### src/rtl/trigger_sequencer.sv
// rtl/trigger_sequencer.sv - multi-stage logic-analyzer trigger with post-trigger capture window
// Steps a small mask/care/offset table against the probe word, then gates the sample buffer.
module trigger_sequencer #(
    parameter int DATA_W = 33,
    parameter int CNT_W  = 17,
    parameter int STAGES = 4,
    localparam int STAGE_W = (STAGES > 1) ? $clog2(STAGES) : 1
) (
    input  logic               clock,
    input  logic               reset,
    input  logic               cfg_we,
    input  logic [STAGE_W-1:0] cfg_stage,
    input  logic [DATA_W-1:0]  cfg_mask,
    input  logic [DATA_W-1:0]  cfg_care,
    input  logic [CNT_W-1:0]   cfg_offset,
    input  logic [STAGE_W:0]   cfg_nstages,
    input  logic [CNT_W-1:0]   cfg_post,
    input  logic               arm,
    input  logic               abort,
    input  logic [DATA_W-1:0]  data,
    output logic               busy,
    output logic [STAGE_W-1:0] stage,
    output logic               triggered,
    output logic               capture_en,
    output logic               done,
    output logic [7:0]         restarts
);

    typedef enum logic [1:0] {S_IDLE, S_ARMED, S_CAPTURE, S_DONE} state_t;

    state_t             state_q, state_d;
    logic [STAGE_W-1:0] stage_q, stage_d;
    logic [CNT_W-1:0]   cnt_q, cnt_d;
    logic [7:0]         restarts_q, restarts_d;
    logic [STAGE_W:0]   nstages_q, nstages_d;
    logic [CNT_W-1:0]   post_q, post_d;
    logic               triggered_q, triggered_d;

    logic [DATA_W-1:0]  mask_q   [STAGES];
    logic [DATA_W-1:0]  mask_d   [STAGES];
    logic [DATA_W-1:0]  care_q   [STAGES];
    logic [DATA_W-1:0]  care_d   [STAGES];
    logic [CNT_W-1:0]   offset_q [STAGES];
    logic [CNT_W-1:0]   offset_d [STAGES];

    logic               idle_like;
    logic               arm_ok;
    logic [DATA_W-1:0]  cur_mask;
    logic [DATA_W-1:0]  cur_care;
    logic [CNT_W-1:0]   cur_offset;
    logic               hit;
    logic               miss;
    logic               last_stage;

    assign idle_like  = (state_q == S_IDLE) || (state_q == S_DONE);
    assign arm_ok     = arm && (cfg_nstages != '0) && (int'(cfg_nstages) <= STAGES);
    assign cur_mask   = mask_q[stage_q];
    assign cur_care   = care_q[stage_q];
    assign cur_offset = offset_q[stage_q];
    assign hit        = (((data ^ cur_mask) & cur_care) == '0) &&
                        ((cur_offset == '0) || (cnt_q == cur_offset));
    assign miss       = !hit && (cur_offset != '0) && (cnt_q == cur_offset);
    assign last_stage = ({1'b0, stage_q} == (nstages_q - (STAGE_W+1)'(1)));

    always_ff @(posedge clock) begin
        if (reset) begin
            state_q     <= S_IDLE;
            stage_q     <= '0;
            cnt_q       <= '0;
            restarts_q  <= '0;
            nstages_q   <= '0;
            post_q      <= '0;
            triggered_q <= 1'b0;
            for (int i = 0; i < STAGES; i++) begin
                mask_q[i]   <= '0;
                care_q[i]   <= '0;
                offset_q[i] <= '0;
            end
        end else begin
            state_q     <= state_d;
            stage_q     <= stage_d;
            cnt_q       <= cnt_d;
            restarts_q  <= restarts_d;
            nstages_q   <= nstages_d;
            post_q      <= post_d;
            triggered_q <= triggered_d;
            for (int i = 0; i < STAGES; i++) begin
                mask_q[i]   <= mask_d[i];
                care_q[i]   <= care_d[i];
                offset_q[i] <= offset_d[i];
            end
        end
    end

    always_comb begin
        state_d     = state_q;
        stage_d     = stage_q;
        cnt_d       = cnt_q;
        restarts_d  = restarts_q;
        nstages_d   = nstages_q;
        post_d      = post_q;
        triggered_d = 1'b0;
        mask_d      = mask_q;
        care_d      = care_q;
        offset_d    = offset_q;

        // The table is frozen while a sequence is in flight.
        if (cfg_we && idle_like && (int'(cfg_stage) < STAGES)) begin
            mask_d[cfg_stage]   = cfg_mask;
            care_d[cfg_stage]   = cfg_care;
            offset_d[cfg_stage] = cfg_offset;
        end

        if (abort) begin
            state_d = S_IDLE;
            stage_d = '0;
            cnt_d   = '0;
            post_d  = '0;
        end else begin
            case (state_q)
                S_IDLE, S_DONE: begin
                    if (arm_ok) begin
                        state_d    = S_ARMED;
                        stage_d    = '0;
                        cnt_d      = '0;
                        restarts_d = '0;
                        nstages_d  = cfg_nstages;
                        post_d     = cfg_post;
                    end
                end
                S_ARMED: begin
                    if (hit && last_stage) begin
                        triggered_d = 1'b1;
                        state_d     = (post_q == '0) ? S_DONE : S_CAPTURE;
                    end else if (hit) begin
                        stage_d = stage_q + STAGE_W'(1);
                        cnt_d   = '0;
                    end else if (miss) begin
                        stage_d = '0;
                        cnt_d   = '0;
                        if (restarts_q != 8'hFF) begin
                            restarts_d = restarts_q + 8'd1;
                        end
                    end else if (cnt_q != '1) begin
                        cnt_d = cnt_q + CNT_W'(1);
                    end
                end
                S_CAPTURE: begin
                    // post_q doubles as the remaining-window counter.
                    post_d = post_q - CNT_W'(1);
                    if (post_q == CNT_W'(1)) begin
                        state_d = S_DONE;
                    end
                end
                default: state_d = S_IDLE;
            endcase
        end
    end

    always_comb begin
        busy       = (state_q == S_ARMED) || (state_q == S_CAPTURE);
        capture_en = (state_q == S_CAPTURE);
        done       = (state_q == S_DONE);
        stage      = stage_q;
        triggered  = triggered_q;
        restarts   = restarts_q;
    end

endmodule

### config.mk
export PLATFORM = sky130hd
export DESIGN_NAME = trigger_sequencer
export DESIGN_NICKNAME = d
export VERILOG_FILES = /design/src/rtl/trigger_sequencer.sv
export SDC_FILE = /design/constraint.sdc
export NUM_CORES = 1
export LEC_CHECK = 0
export CORE_ASPECT_RATIO = 1.2
export CORE_MARGIN = 2
export CORE_UTILIZATION = 45
export CTS_CLUSTER_DIAMETER = 80
export DETAILED_ROUTE_END_ITERATION = 6
export GPL_ROUTABILITY_DRIVEN = 0
export PLACE_DENSITY = 0.68
export RECOVER_POWER = 25
export SYNTH_ARGS = -nofsm -noshare
export SYNTH_HDL_FRONTEND = slang
export SYNTH_SLANG_ARGS = --single-unit
export TNS_END_PERCENT = 100
### constraint.sdc
create_clock -name clock -period 2.8 [get_ports clock]
set_input_delay 0.28 -clock clock [delete_from_list [all_inputs] [get_ports clock]]
set_output_delay 0.28 -clock clock [all_outputs]
set_load 0.01 [all_outputs]
* After elaboration in Yosys (flattened, before gate mapping)
Cells that the tools add are included.
W data, S select, Z words.
** Word-level totals
- Flip-flop bits (word level) :: 382
- Bits in latches :: 0
- Memory bits (writable) :: 0
- Memory bits (read-only) :: 0
- Output and inout port bits :: 14
- Memories kept :: 0
** Operators by class
- $add $sub $neg :: 5
- Multiply operators :: 0
- Div/mod/pow operators :: 0
- Order comparisons :: 4
- Equal/unequal tests :: 17
- Shift-type cells :: 0
- Mux-type cells :: 41
- Bitwise operators :: 6
- Reductions and logical operators :: 29
** Operators with widths (number)
- $bwmux W132 :: 2
- $mux W33 :: 5
- $mux W17 :: 9
- $bmux W33 S2 :: 2
- $bwmux W68 :: 1
- $pmux W17 S2 :: 2
- $demux W33 S2 :: 1
- $mux W8 :: 5
- $bmux W17 S2 :: 1
- $demux W17 S2 :: 1
- $logic_not A17 Y1 :: 2
- $and A33 B33 Y33 :: 1
- $logic_not A33 Y1 :: 1
- $xor A33 B33 Y33 :: 1
- $add A17 B1 Y17 const B :: 1
- $eq A17 B1 Y1 const B :: 1
- $eq A17 B17 Y1 :: 1
- $ne A17 B17 Y1 const B :: 1
- $reduce_bool A17 Y1 :: 1
- $sub A17 B1 Y17 const B :: 1
- $pmux W8 S2 :: 1
- $mux W2 :: 7
- $ne A2 B2 Y1 const B :: 6
- $add A8 B1 Y8 const B :: 1
- other kinds (29) :: 47

* Longest topological paths before layout
- Depth in word-level cells :: 15
- Mapped depth :: 14
- Mapped depth without buffers :: 14

* Worst setup path after synthesis
No wires, ideal clock.
- Kind :: flip-flop to flip-flop
- Start :: reg stage_q[0], in the netlist stage[0]
- End :: reg state_q[1]
- Setup time :: 0.086 ns
- Arrival time :: 3.065 ns
- Path slack :: -0.351 ns
- Cell stages (with the launch flop) :: 10
- Path buffers :: 1
- Clock period less this slack :: 3.151 ns
- Cell sequence :: dfxtp_1 -> buf_6 -> mux4_2 -> or4_1 -> a211oi_2 -> o211ai_2 -> a2111oi_4 -> nand2_2 -> a211o_1 -> a221oi_2
** On the way
- Longest elaborated chain between the ends :: 11
- Elaborated cells on any way between the ends :: 21
** Ends and longest elaborated chain
- start: declaration :: RTL line 32 : logic [STAGE_W-1:0] stage_q, stage_d;
- start signal: assignment :: RTL line 81 : stage_q <= stage_d;
- $not A2 Y3 (not written as such) :: RTL line 57, 58, 59
- $bmux W33 S2 :: RTL line 57 : assign cur_mask = mask_q[stage_q];
- $mux W33 (not written as such) (2 in series) :: RTL line 57
- $xor A33 B33 Y33 :: RTL line 60 : assign hit = (((data ^ cur_mask) & cur_care) == '0) &&
- $and A33 B33 Y33 :: RTL line 60
- $logic_not A33 Y1 :: RTL line 60
- $logic_and A1 B1 Y1 :: RTL line 60
- $logic_and A1 B1 Y1 * :: RTL line 132 : if (hit && last_stage) begin
- $ne A2 B2 Y1 (no line) *
- $reduce_and A3 Y1 (no line) *
- end signal: assignment :: RTL line 80 : state_q <= state_d;
- end: declaration :: RTL line 31 : state_t state_q, state_d;
Every way passes the cells marked *; elsewhere a longest branch is shown, timed or not. The select of a mux whose other input is x is not followed.
A chain may end at the register's enable or synchronous reset.

* Worst setup path in the final report
Ends and elaborated chain as after synthesis.

==> reports/results.ini <==
[run_status]
outcome=complete, but fails checks
violations=negative setup slack

[sta]
fin_ws_ns=-0.4809
tns_ns=-9.467
fin_worst_skew_ns=0.02331
fin_crit_ns=3.281
finalCritPeriodShare_pct=117.2
drv_slew=0
tightest_slew_ns=1.221
fmax_ghz=0.3048
maxSlewHeadroom_pct=18.61
setup_viol=30
hold_ws_ns=0.1970
rsz0062_at_grt=yes
hold_viol=0

[floorplanning]
start_util_pct=45.81
fp-row-count=77
die_w_um=180.9
design.die.area_sq_um=39140
core_sq_um=36900
die_h_um=216.3
ios=157

[clocking]
cts_root_buf=clkbuf_16
clock_latency_ns=0.57
clockBufferDepth=3
htree_levels=2
cts_sinks=382
cts-hold-fix-buffers=0
numCtsBuffers=41
cts.clk_slew.worst_paths_ns=0.06
cts_tree=yes

[pwr]
cellLeakagePower_uw=0.008012
p_total_uw=13340
pwr_density_cell_nw_per_um2=619.5
ir_worst_vdd_v=0.0004433

[critical_path]
critPathMaxFanout=4
start_kind=register
crit_type=reg -> reg
r2r-end=state_q[1]
r2r-start=stage[0]
end_kind=register
arrival_ns=3.75
r2r_cells=10
rrSetupSlack_ns=-0.48
required_ns=3.27

[place]
place_inst=2774
dp_hpwl_um=36510
io_buffer_count=156

[synthesis]
synth_edf_count=0
synth_cell_types=73
yosysSeqAreaShare_pct=45.24
synth-simple-area-share_pct=21.37
synthXorXnorAreaFrac_pct=7.927
synthArstFlopShare_pct=0
ys.flop_type=dfxtp_1
syn_nets=2297
synthAdderAreaFrac_pct=0.7401
avgSynthCellArea_sq_um=7.885
ys_ff_latch=382
muxShareOfSynthArea_pct=3.020
synth_top_area_share_pct=45.24
synthesis.yosys.warnings=0
synth_compound_area_share_pct=18.21
yosysMostFrequentCell=nand2_1
synthCells=2144
synth_area_leaders=dfxtp_1 (45%), nand2_1 (16%), a21oi_1 (11%)
synthTopCellsByCount=nand2_1 (725), dfxtp_1 (382), a21oi_1 (375)
synth_largest_area_cell=dfxtp_1
synth_top_family_by_area=simple AND/OR/NAND/NOR gates
syn_area_sq_um=16900

[routing]
wirelength_um=54340
drc=0
wl_per_cell_um=19.01
drt_pass1_iterations=5
ant_nets=0
num_vias=15970
viasPerCell=5.589
initialDrtViolationCount=1357

[global_route]
grt_pass1_wl_um=84190
overflow=0
antenna_found_initial=5
grt.total_usage_pct=27.03
grt_max_degree=141
grt_pass1_vias=15670

[min_path]
holdPathEnd=restarts[4]
hp-class=in -> reg
hold_path.startpoint=reset
holdPathStages=2

[job]
max_cap_viol_count=0

[finish]
stdcell_count=2858
fin_util_pct=58.37
drive_gt1_share_pct=12.15
nets=2505
area_growth_syn_to_layout_pct=27.41

[sequential cells by signal, indices dropped and copies added, names as in the netlist]
name	flops
nstages_q	3
triggered	1
offset_q	68
restarts	8
post_q	17
care_q	132
state_q	2
stage	2
cnt_q	17
mask_q	132
[what timing repair did]
action                                  4_1_cts  5_1_grt
resized for setup                            45       23
endpoints found under the setup margin       30       30
buffers inserted                              7        3
pin swaps                                    13       10
endpoints found under the hold margin         0        0
cloned                                        1        0
[cells in the final DEF, fill, tap and decap left out, types with 16 or more instances in the layout]
cell type	Yosys	layout
buf_12	0	16
dfxtp_1	382	381
buf_4	1	113
nand2_1	725	721
o22ai_1	16	16
a22oi_1	51	51
nor2_1	43	41
clkdlybuf4s50_1	0	143
mux4_2	13	17
clkbuf_16	0	41
nand3_1	26	24
a21oi_1	375	368
o21ai_0	26	18
inv_1	16	16
xor2_1	135	134
[routing by layer]
metal	global-route usage [%]	wire [um]	share of wire (%)
met5	0	0	0
met4	14.43	2571	4.7
met3	3.831	3365	6.2
met2	48.47	27740	51
met1	31.04	20670	38
[area by class of cell]
cell class | count | area (sq um)
multi-input combinational | 1611 | 8916
clock inverter | 12 | 217.7
inverter | 16 | 60.06
clock buffer | 58 | 1200
timing repair buffer | 300 | 2888
tap | 474 | 593.1
sequential | 382 | 7651
antenna | 5 | 12.51
fill | 3305 | 15360
[cells by family after synthesis]
| group | after synthesis |
|---|---|
| simple gates | 889 |
| compound gates | 534 |
| flops | 382 |
| xor+xnor | 153 |
| buf+inv | 151 |
| mux | 25 |
| fa+ha+maj | 10 |
[where the power goes]
| part | leakage [uW] | internal [uW] | total, uW | switching (uW) |
|---|---|---|---|---|
| clock | 0.000693 | 3450 | 5730 | 2280 |
| sequential | 0.00310 | 5630 | 5760 | 126 |
| combinational | 0.00422 | 783 | 1850 | 1070 |
| total | 0.00801 | 9870 | 13300 | 3480 |
[per-stage QoR]
| step | setup slack, ns | area [sq um] |
|---|---|---|
| after CTS | -0.4580 | 21480 |
| after global placement | -0.7082 | 19830 |
| after detailed placement | -0.7699 | 19830 |
| after global routing | -0.5759 | 21540 |
| after floorplan | -0.3060 | 16940 |
| final | -0.4809 | 21540 |
[how the worst max path moves through the flow]
stage | startpoint | endpoint | slack (ns) | depth (start not counted)
3_3_place_gp | data[25] | state_q[1] | -0.71 | 12
6_report | stage[0] | state_q[1] | -0.48 | 10
4_1_cts | stage[0] | state_q[1] | -0.46 | 10
2_1_floorplan | stage[0] | state_q[1] | -0.31 | 9
3_5_place_dp | data[25] | state_q[1] | -0.77 | 12
5_1_grt | stage[0] | state_q[1] | -0.58 | 10
[worst max-delay path, stage by stage (launching register included)]
cell and delay, ns:
dfxtp_4 0.39, buf_12 0.12, mux4_2 0.50, or4_4 0.56
a211oi_2 0.17, o211ai_2 0.16, a2111oi_4 0.44, buf_4 0.19
nand2_2 0.06, a211o_1 0.31, a221oi_2 0.28
Power figures use the tool's default switching activity.
